<file path="src/rtl/clk_gen_pkg.sv">
// Shared types and defaults for the clock-generator configuration controller.
package clk_gen_pkg;

  localparam int unsigned MEM_SIZE_DEF = 32;
  localparam int unsigned HP_BASE_DEF  = 3;
  localparam int unsigned TIMEOUT_MULT = 2;

  typedef enum logic [1:0] {
    OP_READ     = 2'b00,
    OP_WRITE    = 2'b01,
    OP_FREEZE   = 2'b10,
    OP_UNFREEZE = 2'b11
  } op_e;

  typedef enum logic [1:0] {
    IDLE,
    WAIT_FALL,
    APPLY,
    RESP
  } state_e;

endpackage

</file>
<file path="src/rtl/clk_gen_fall_wait.sv">
// Falling-edge detector on the selected generated clock plus tick-driven timeout.
module clk_gen_fall_wait
  import clk_gen_pkg::*;
#(
  parameter int unsigned CLOCK_NUMBER = 9,
  parameter int unsigned MEM_SIZE     = MEM_SIZE_DEF,
  parameter int unsigned IDX_W        = $clog2(CLOCK_NUMBER)
) (
  input  logic                    clk_i,
  input  logic                    rst_ni,
  input  logic                    clr_i,
  input  logic                    en_i,
  input  logic                    tick_i,
  input  logic [CLOCK_NUMBER-1:0] clk_state_i,
  input  logic [IDX_W-1:0]        idx_i,
  output logic                    fall_o,
  output logic                    timeout_o
);

  localparam int unsigned LIMIT = TIMEOUT_MULT * MEM_SIZE;
  localparam int unsigned CNT_W = $clog2(LIMIT + 1);
  localparam int unsigned SEL_N = 2 ** IDX_W;

  logic [CLOCK_NUMBER-1:0] r_state_q;
  logic [CNT_W-1:0]        r_cnt;
  logic [SEL_N-1:0]        w_cur;
  logic [SEL_N-1:0]        w_prev;

  always_ff @(posedge clk_i or negedge rst_ni) begin
    if (!rst_ni) r_state_q <= '0;
    else         r_state_q <= clk_state_i;
  end

  // Zero-padded to the full index range so any idx value selects safely.
  assign w_cur  = SEL_N'(clk_state_i);
  assign w_prev = SEL_N'(r_state_q);

  always_ff @(posedge clk_i or negedge rst_ni) begin
    if (!rst_ni)                                       r_cnt <= '0;
    else if (clr_i)                                    r_cnt <= '0;
    else if (en_i && tick_i && r_cnt != CNT_W'(LIMIT)) r_cnt <= r_cnt + CNT_W'(1);
  end

  assign fall_o    = en_i & w_prev[idx_i] & ~w_cur[idx_i];
  assign timeout_o = en_i & tick_i & (r_cnt == CNT_W'(LIMIT - 1));

endmodule

</file>
<file path="src/rtl/clk_gen_cfg_ctrl.sv">
// Half-period table and freeze flag for the multi-clock scheduler; writes land
// just after the target clock's falling edge so no runt phase is generated.
module clk_gen_cfg_ctrl
  import clk_gen_pkg::*;
#(
  parameter int unsigned CLOCK_NUMBER = 9,
  parameter int unsigned MEM_SIZE     = MEM_SIZE_DEF,
  parameter int unsigned HP_BASE      = HP_BASE_DEF,
  parameter int unsigned HP_W         = $clog2(MEM_SIZE),
  parameter int unsigned IDX_W        = $clog2(CLOCK_NUMBER)
) (
  input  logic                         clk_i,
  input  logic                         rst_ni,
  input  logic                         req_valid_i,
  output logic                         req_ready_o,
  input  logic [1:0]                   req_op_i,
  input  logic [IDX_W-1:0]             req_idx_i,
  input  logic [HP_W-1:0]              req_hp_i,
  output logic                         rsp_valid_o,
  output logic                         rsp_err_o,
  output logic [HP_W-1:0]              rsp_hp_o,
  input  logic                         tick_i,
  input  logic [CLOCK_NUMBER-1:0]      clk_state_i,
  output logic [CLOCK_NUMBER*HP_W-1:0] clk_hp_o,
  output logic                         freeze_o
);

  state_e           r_state, w_state_nxt;
  op_e              r_op, w_op_in;
  logic [IDX_W-1:0] r_idx;
  logic [HP_W-1:0]  r_hp_new;
  logic             r_err, r_ready, r_freeze;
  logic [HP_W-1:0]  r_tab [CLOCK_NUMBER];
  logic             w_accept, w_idx_ok, w_err_acc, w_fall, w_timeout;
  logic [HP_W-1:0]  w_entry;

  assign w_op_in  = op_e'(req_op_i);
  assign w_accept = req_valid_i & r_ready & (r_state == IDLE);
  assign w_idx_ok = 32'(req_idx_i) < CLOCK_NUMBER;

  clk_gen_fall_wait #(
    .CLOCK_NUMBER (CLOCK_NUMBER),
    .MEM_SIZE     (MEM_SIZE),
    .IDX_W        (IDX_W)
  ) u_fall_wait (
    .clk_i       (clk_i),
    .rst_ni      (rst_ni),
    .clr_i       (w_accept),
    .en_i        (r_state == WAIT_FALL),
    .tick_i      (tick_i),
    .clk_state_i (clk_state_i),
    .idx_i       (r_idx),
    .fall_o      (w_fall),
    .timeout_o   (w_timeout)
  );

  always_comb begin
    w_state_nxt = r_state;
    w_err_acc   = 1'b0;
    case (r_state)
      IDLE: begin
        if (w_accept) begin
          case (w_op_in)
            OP_READ: begin
              w_state_nxt = RESP;
              w_err_acc   = ~w_idx_ok;
            end
            OP_WRITE: begin
              if (!w_idx_ok || req_hp_i == '0) begin
                w_state_nxt = RESP;
                w_err_acc   = 1'b1;
              end else if (r_freeze) begin
                w_state_nxt = APPLY;
              end else begin
                w_state_nxt = WAIT_FALL;
              end
            end
            default: w_state_nxt = RESP;
          endcase
        end
      end
      // A fall coinciding with the final tick takes priority over the timeout.
      WAIT_FALL: begin
        if (w_fall)         w_state_nxt = APPLY;
        else if (w_timeout) w_state_nxt = RESP;
      end
      APPLY:   w_state_nxt = RESP;
      RESP:    w_state_nxt = IDLE;
      default: w_state_nxt = IDLE;
    endcase
  end

  always_ff @(posedge clk_i or negedge rst_ni) begin
    if (!rst_ni) begin
      r_state  <= IDLE;
      r_op     <= OP_READ;
      r_idx    <= '0;
      r_hp_new <= '0;
      r_err    <= 1'b0;
      r_ready  <= 1'b0;
      r_freeze <= 1'b0;
    end else begin
      r_state <= w_state_nxt;
      r_ready <= (w_state_nxt == IDLE);
      if (w_accept) begin
        r_op     <= w_op_in;
        r_idx    <= req_idx_i;
        r_hp_new <= req_hp_i;
        r_err    <= w_err_acc;
        if (w_op_in == OP_FREEZE)        r_freeze <= 1'b1;
        else if (w_op_in == OP_UNFREEZE) r_freeze <= 1'b0;
      end else if (r_state == WAIT_FALL && w_state_nxt == RESP) begin
        r_err <= 1'b1;
      end
    end
  end

  always_ff @(posedge clk_i or negedge rst_ni) begin
    if (!rst_ni) begin
      for (int unsigned k = 0; k < CLOCK_NUMBER; k++) r_tab[k] <= HP_W'(HP_BASE + k);
    end else if (r_state == APPLY) begin
      for (int unsigned k = 0; k < CLOCK_NUMBER; k++)
        if (32'(r_idx) == k) r_tab[k] <= r_hp_new;
    end
  end

  always_comb begin
    w_entry  = '0;
    clk_hp_o = '0;
    for (int unsigned k = 0; k < CLOCK_NUMBER; k++) begin
      clk_hp_o[k*HP_W +: HP_W] = r_tab[k];
      if (32'(r_idx) == k) w_entry = r_tab[k];
    end
  end

  assign req_ready_o = r_ready;
  assign freeze_o    = r_freeze;
  assign rsp_valid_o = (r_state == RESP);
  assign rsp_err_o   = rsp_valid_o & r_err;
  assign rsp_hp_o    = (rsp_valid_o && (r_op == OP_READ || r_op == OP_WRITE)) ? w_entry : '0;

endmodule
</file>
<file path="config.mk">
export PLATFORM = sky130hd
export DESIGN_NAME = clk_gen_cfg_ctrl
export DESIGN_NICKNAME = d
export VERILOG_FILES = /design/src/rtl/clk_gen_pkg.sv /design/src/rtl/clk_gen_fall_wait.sv /design/src/rtl/clk_gen_cfg_ctrl.sv
export SDC_FILE = /design/constraint.sdc
export NUM_CORES = 1
export LEC_CHECK = 0
export CAP_MARGIN = 20
export CORE_ASPECT_RATIO = 2
export CORE_UTILIZATION = 51
export DETAILED_ROUTE_END_ITERATION = 10
export PLACE_DENSITY = 0.84
export SETUP_SLACK_MARGIN = 0.4
export SLEW_MARGIN = 20
export SYNTH_ARGS = -nofsm -noshare
export SYNTH_HDL_FRONTEND = slang
export SYNTH_SLANG_ARGS = --single-unit
</file>
<file path="constraint.sdc">
create_clock -name clk_i -period 2.7 [get_ports clk_i]
set_input_delay 0.54 -clock clk_i [delete_from_list [all_inputs] [get_ports clk_i]]
set_output_delay 0.54 -clock clk_i [all_outputs]
set_load 0.02 [all_outputs]
</file>
==> reports/metrics.csv <==
metric;value;unit
crit_path_max_incr_delay;420;ps
rsz0062_at_grt;yes;
power_density;1108;mW/mm²
antenna_left;0;
fp.dieW;61.56;µm
num-fill-cells;509;
ys_top_cells_by_area;dfrtp_1 (40%), mux2_2 (15%), dfstp_2 (13%);
p_leak;2.181;nW
drv_slew;0;
status;finished clean;
io_buffers;77;
finalCritPeriodShare;94.20;%
drive_gt1_share;35.07;%
worstSkewPairLatency;340;ps
synth.ff_latch_count;76;
cts_buffer_depth;2;
antenna_found_initial;0;
fin_worst_skew;4.824;ps
globalplace.congestion;0.8635;
hold_viol;0;
grt_use_total;28.41;%
yosysUniqueCellTypes;44;
synth_top_area_share;40.11;%
finalSetupViolations;0;
design_area;0.005060;mm²
ys_seq_area_share;53.18;%
postSynthAreaPerCell;11.27;µm²
worstSetupPathType;reg -> out;
max-cap-violations;0;
synth_nets;347;
syn-instance-count;321;
grt_overflow;0;
fmax;393.2;MHz
worst-path-buf-inv;2;
instances_no_fill;512;
placement_rows;43;
crit_required;2160;ps
area_growth;39.83;%
core;0.006887;mm²
die_h;121.1;µm
r2r_end;r_err;
peakVddDrop;0.7090;mV
htreeDepth;3;
worstRegToRegCells;9;
cts_made_buffers;9;
place_inst;487;
first_global_vias;3023;
synth-async-reset-ratio;100.0;%
synth_top_area_cell;dfrtp_1;
cp_top_family;compound AO/OA/AOI/OAI gates;
place_ws;-15.46;ps
start_util;52.54;%
tritoncts;done;
place_hpwl;6804;µm
cts_sinks;76;
netlist_top_cells_count;dfrtp_1 (58), mux2_2 (49), nand2_1 (47);
reg2reg_slack;390;ps
hp-class;in -> async;
avgRoutedWirePerCell;19.41;µm
ys_warn_count;0;
yosys.cell_count.top_type;dfrtp_1;
power;5.608;mW
clockRootBuffer;clkbuf_16;
worst_path_max_delay_cell;dfrtp_2;
cts_hold_buffers;0;
setup_tns;0;ps
wirelength;9939;µm
setup_slack;156.5;ps
startpoint;r_idx[0];
worstPathCellList;buf_6 -> mux2_2 -> a22oi_2 -> o21ai_2 -> o22ai_1 -> a21oi_1 -> buf_4;
crit_path_end;rsp_hp_o[2];
synth_ff_type;dfrtp_1;
cp_max_fo;5;
placed_cell_area;0.004564;mm²
vias;2944;
critPathCaptureType;primary output;
vias_per_cell;5.750;
fin_crit;2543;ps
drt_pre_antenna_iters;4;
slew_headroom;57.12;%
synth-edff-count;0;
worstSetupStartpointType;flop;
cp.depth;7;
grt_pass1_wl;14890;µm
synth_area;0.003618;mm²
clk_pin_slew;60;ps
antenna_cells;0;
io_pins;78;
nNetsFinal;443;
critPathArrivalTime;2000;ps
r2r_start;r_idx[2];
drc;0;
drtIter0Drc;79;
tightestPinTransition;641.8;ps
grt_max_degree;40;
die-area;0.007456;mm²
[state kept, by name, indices dropped and copies added (netlist names)]
| name | count |
|---|---|
| req_ready_o | 1 |
| u_fall_wait.r_state_q | 9 |
| clk_hp_o | 45 |
| r_idx | 4 |
| freeze_o | 1 |
| r_hp_new | 5 |
| u_fall_wait.r_cnt | 7 |
| r_op | 1 |
| r_state | 2 |
| r_err | 1 |
[worst reg2reg max path, stage by stage (launching register included)]
cell and delay [ps]:
dfrtp_2 490, buf_6 170, nor4b_4 280, buf_6 170, buf_4 110, buf_4 90, buf_4 110, nand2_1 50
a221o_1 360, a221o_1 360
[worst min path at each step]
stage	to	slack (ps)	depth (start not counted)	startpoint
floorplan	clk_hp_o[11]	240	0	rst_ni
global placement	r_err	520	1	r_err
detailed placement	r_err	510	1	r_err
CTS	clk_hp_o[8]	210	1	rst_ni
global route	clk_hp_o[8]	240	1	rst_ni
finish	clk_hp_o[8]	200	1	rst_ni
[stage by stage]
| stage | hold slack [ps] | utilization (%) |
|---|---|---|
| floorplan | 244.4 | - |
| global placement | 515.3 | 66.28 |
| detailed placement | 507.3 | 66.28 |
| CTS | 208.2 | 71.42 |
| global route | 235.1 | 73.47 |
| finish | 198.5 | 73.47 |
[layout by cell type (no fill, tap or decap), drive strengths merged, types with 2 or more instances in the layout]
cell / Yosys / layout
xnor2: 3 / 3
nand2b: 3 / 3
a21oi: 13 / 13
a221oi: 2 / 2
clkbuf: 8 / 12
nor2: 14 / 14
mux2i: 10 / 10
ha: 2 / 2
nor2b: 10 / 10
clkinv: 0 / 3
and3: 3 / 3
nor3b: 2 / 2
clkdlybuf4s50: 0 / 71
buf: 11 / 33
or3: 2 / 2
a31oi: 3 / 3
a221o: 3 / 3
or2: 2 / 2
o22ai: 4 / 4
nand2: 47 / 47
o21ai: 8 / 8
dfstp: 18 / 18
inv: 8 / 8
xor2: 2 / 2
a22oi: 13 / 13
nand3: 3 / 3
mux2: 49 / 49
nor3: 7 / 7
dfrtp: 58 / 58
[report_power, final]
part | total [mW] | leakage, nW | internal (mW) | switching [mW]
registers | 2.02 | 0.929 | 1.55 | 0.468
clock network | 1.14 | 0.144 | 0.691 | 0.448
logic | 2.45 | 1.11 | 1.24 | 1.21
total | 5.61 | 2.18 | 3.48 | 2.13
[cell families (layout without fill, tap and decap cells)]
| family | count (synthesis) | count (layout) | synth area share (%) |
|---|---|---|---|
| AND/OR/NAND/NOR | 102 | 102 | 14.07 |
| flip-flops | 76 | 76 | 53.18 |
| multiplexers | 60 | 60 | 18.64 |
| AO/OA/AOI/OAI | 49 | 49 | 9.025 |
| buffers and inverters | 27 | 128 | 3.181 |
| XOR/XNOR | 5 | 5 | 1.210 |
| adder cells (fa/ha/maj) | 2 | 2 | 0.6915 |
[metal layers]
metal | wire [µm] | global-route usage (%)
met3 | 446 | 5.117
met2 | 5554 | 47.45
met1 | 3390 | 31.19
met5 | 0 | 0
met4 | 547 | 18.75
[layout make-up]
class | count | area, µm² | share of cell area [%]
Clock buffer | 12 | 266.5 | 5.267
Clock inverter | 4 | 22.52 | 0.4451
Inverter | 8 | 30.03 | 0.5935
Multi-Input combinational cell | 218 | 1707 | 33.73
Sequential cell | 76 | 1929 | 38.13
Tap cell | 90 | 112.6 | 2.226
Timing Repair Buffer | 104 | 992.2 | 19.61
[repair_timing]
| item | in CTS | in global routing |
|---|---|---|
| buffers inserted | 5 | 4 |
| pin swaps | 4 | 14 |
| cloned | 0 | 0 |
| endpoints found under the setup margin | 5 | 5 |
| resized for setup | 40 | 27 |
Note: power is estimated with default switching activity, not from simulation.
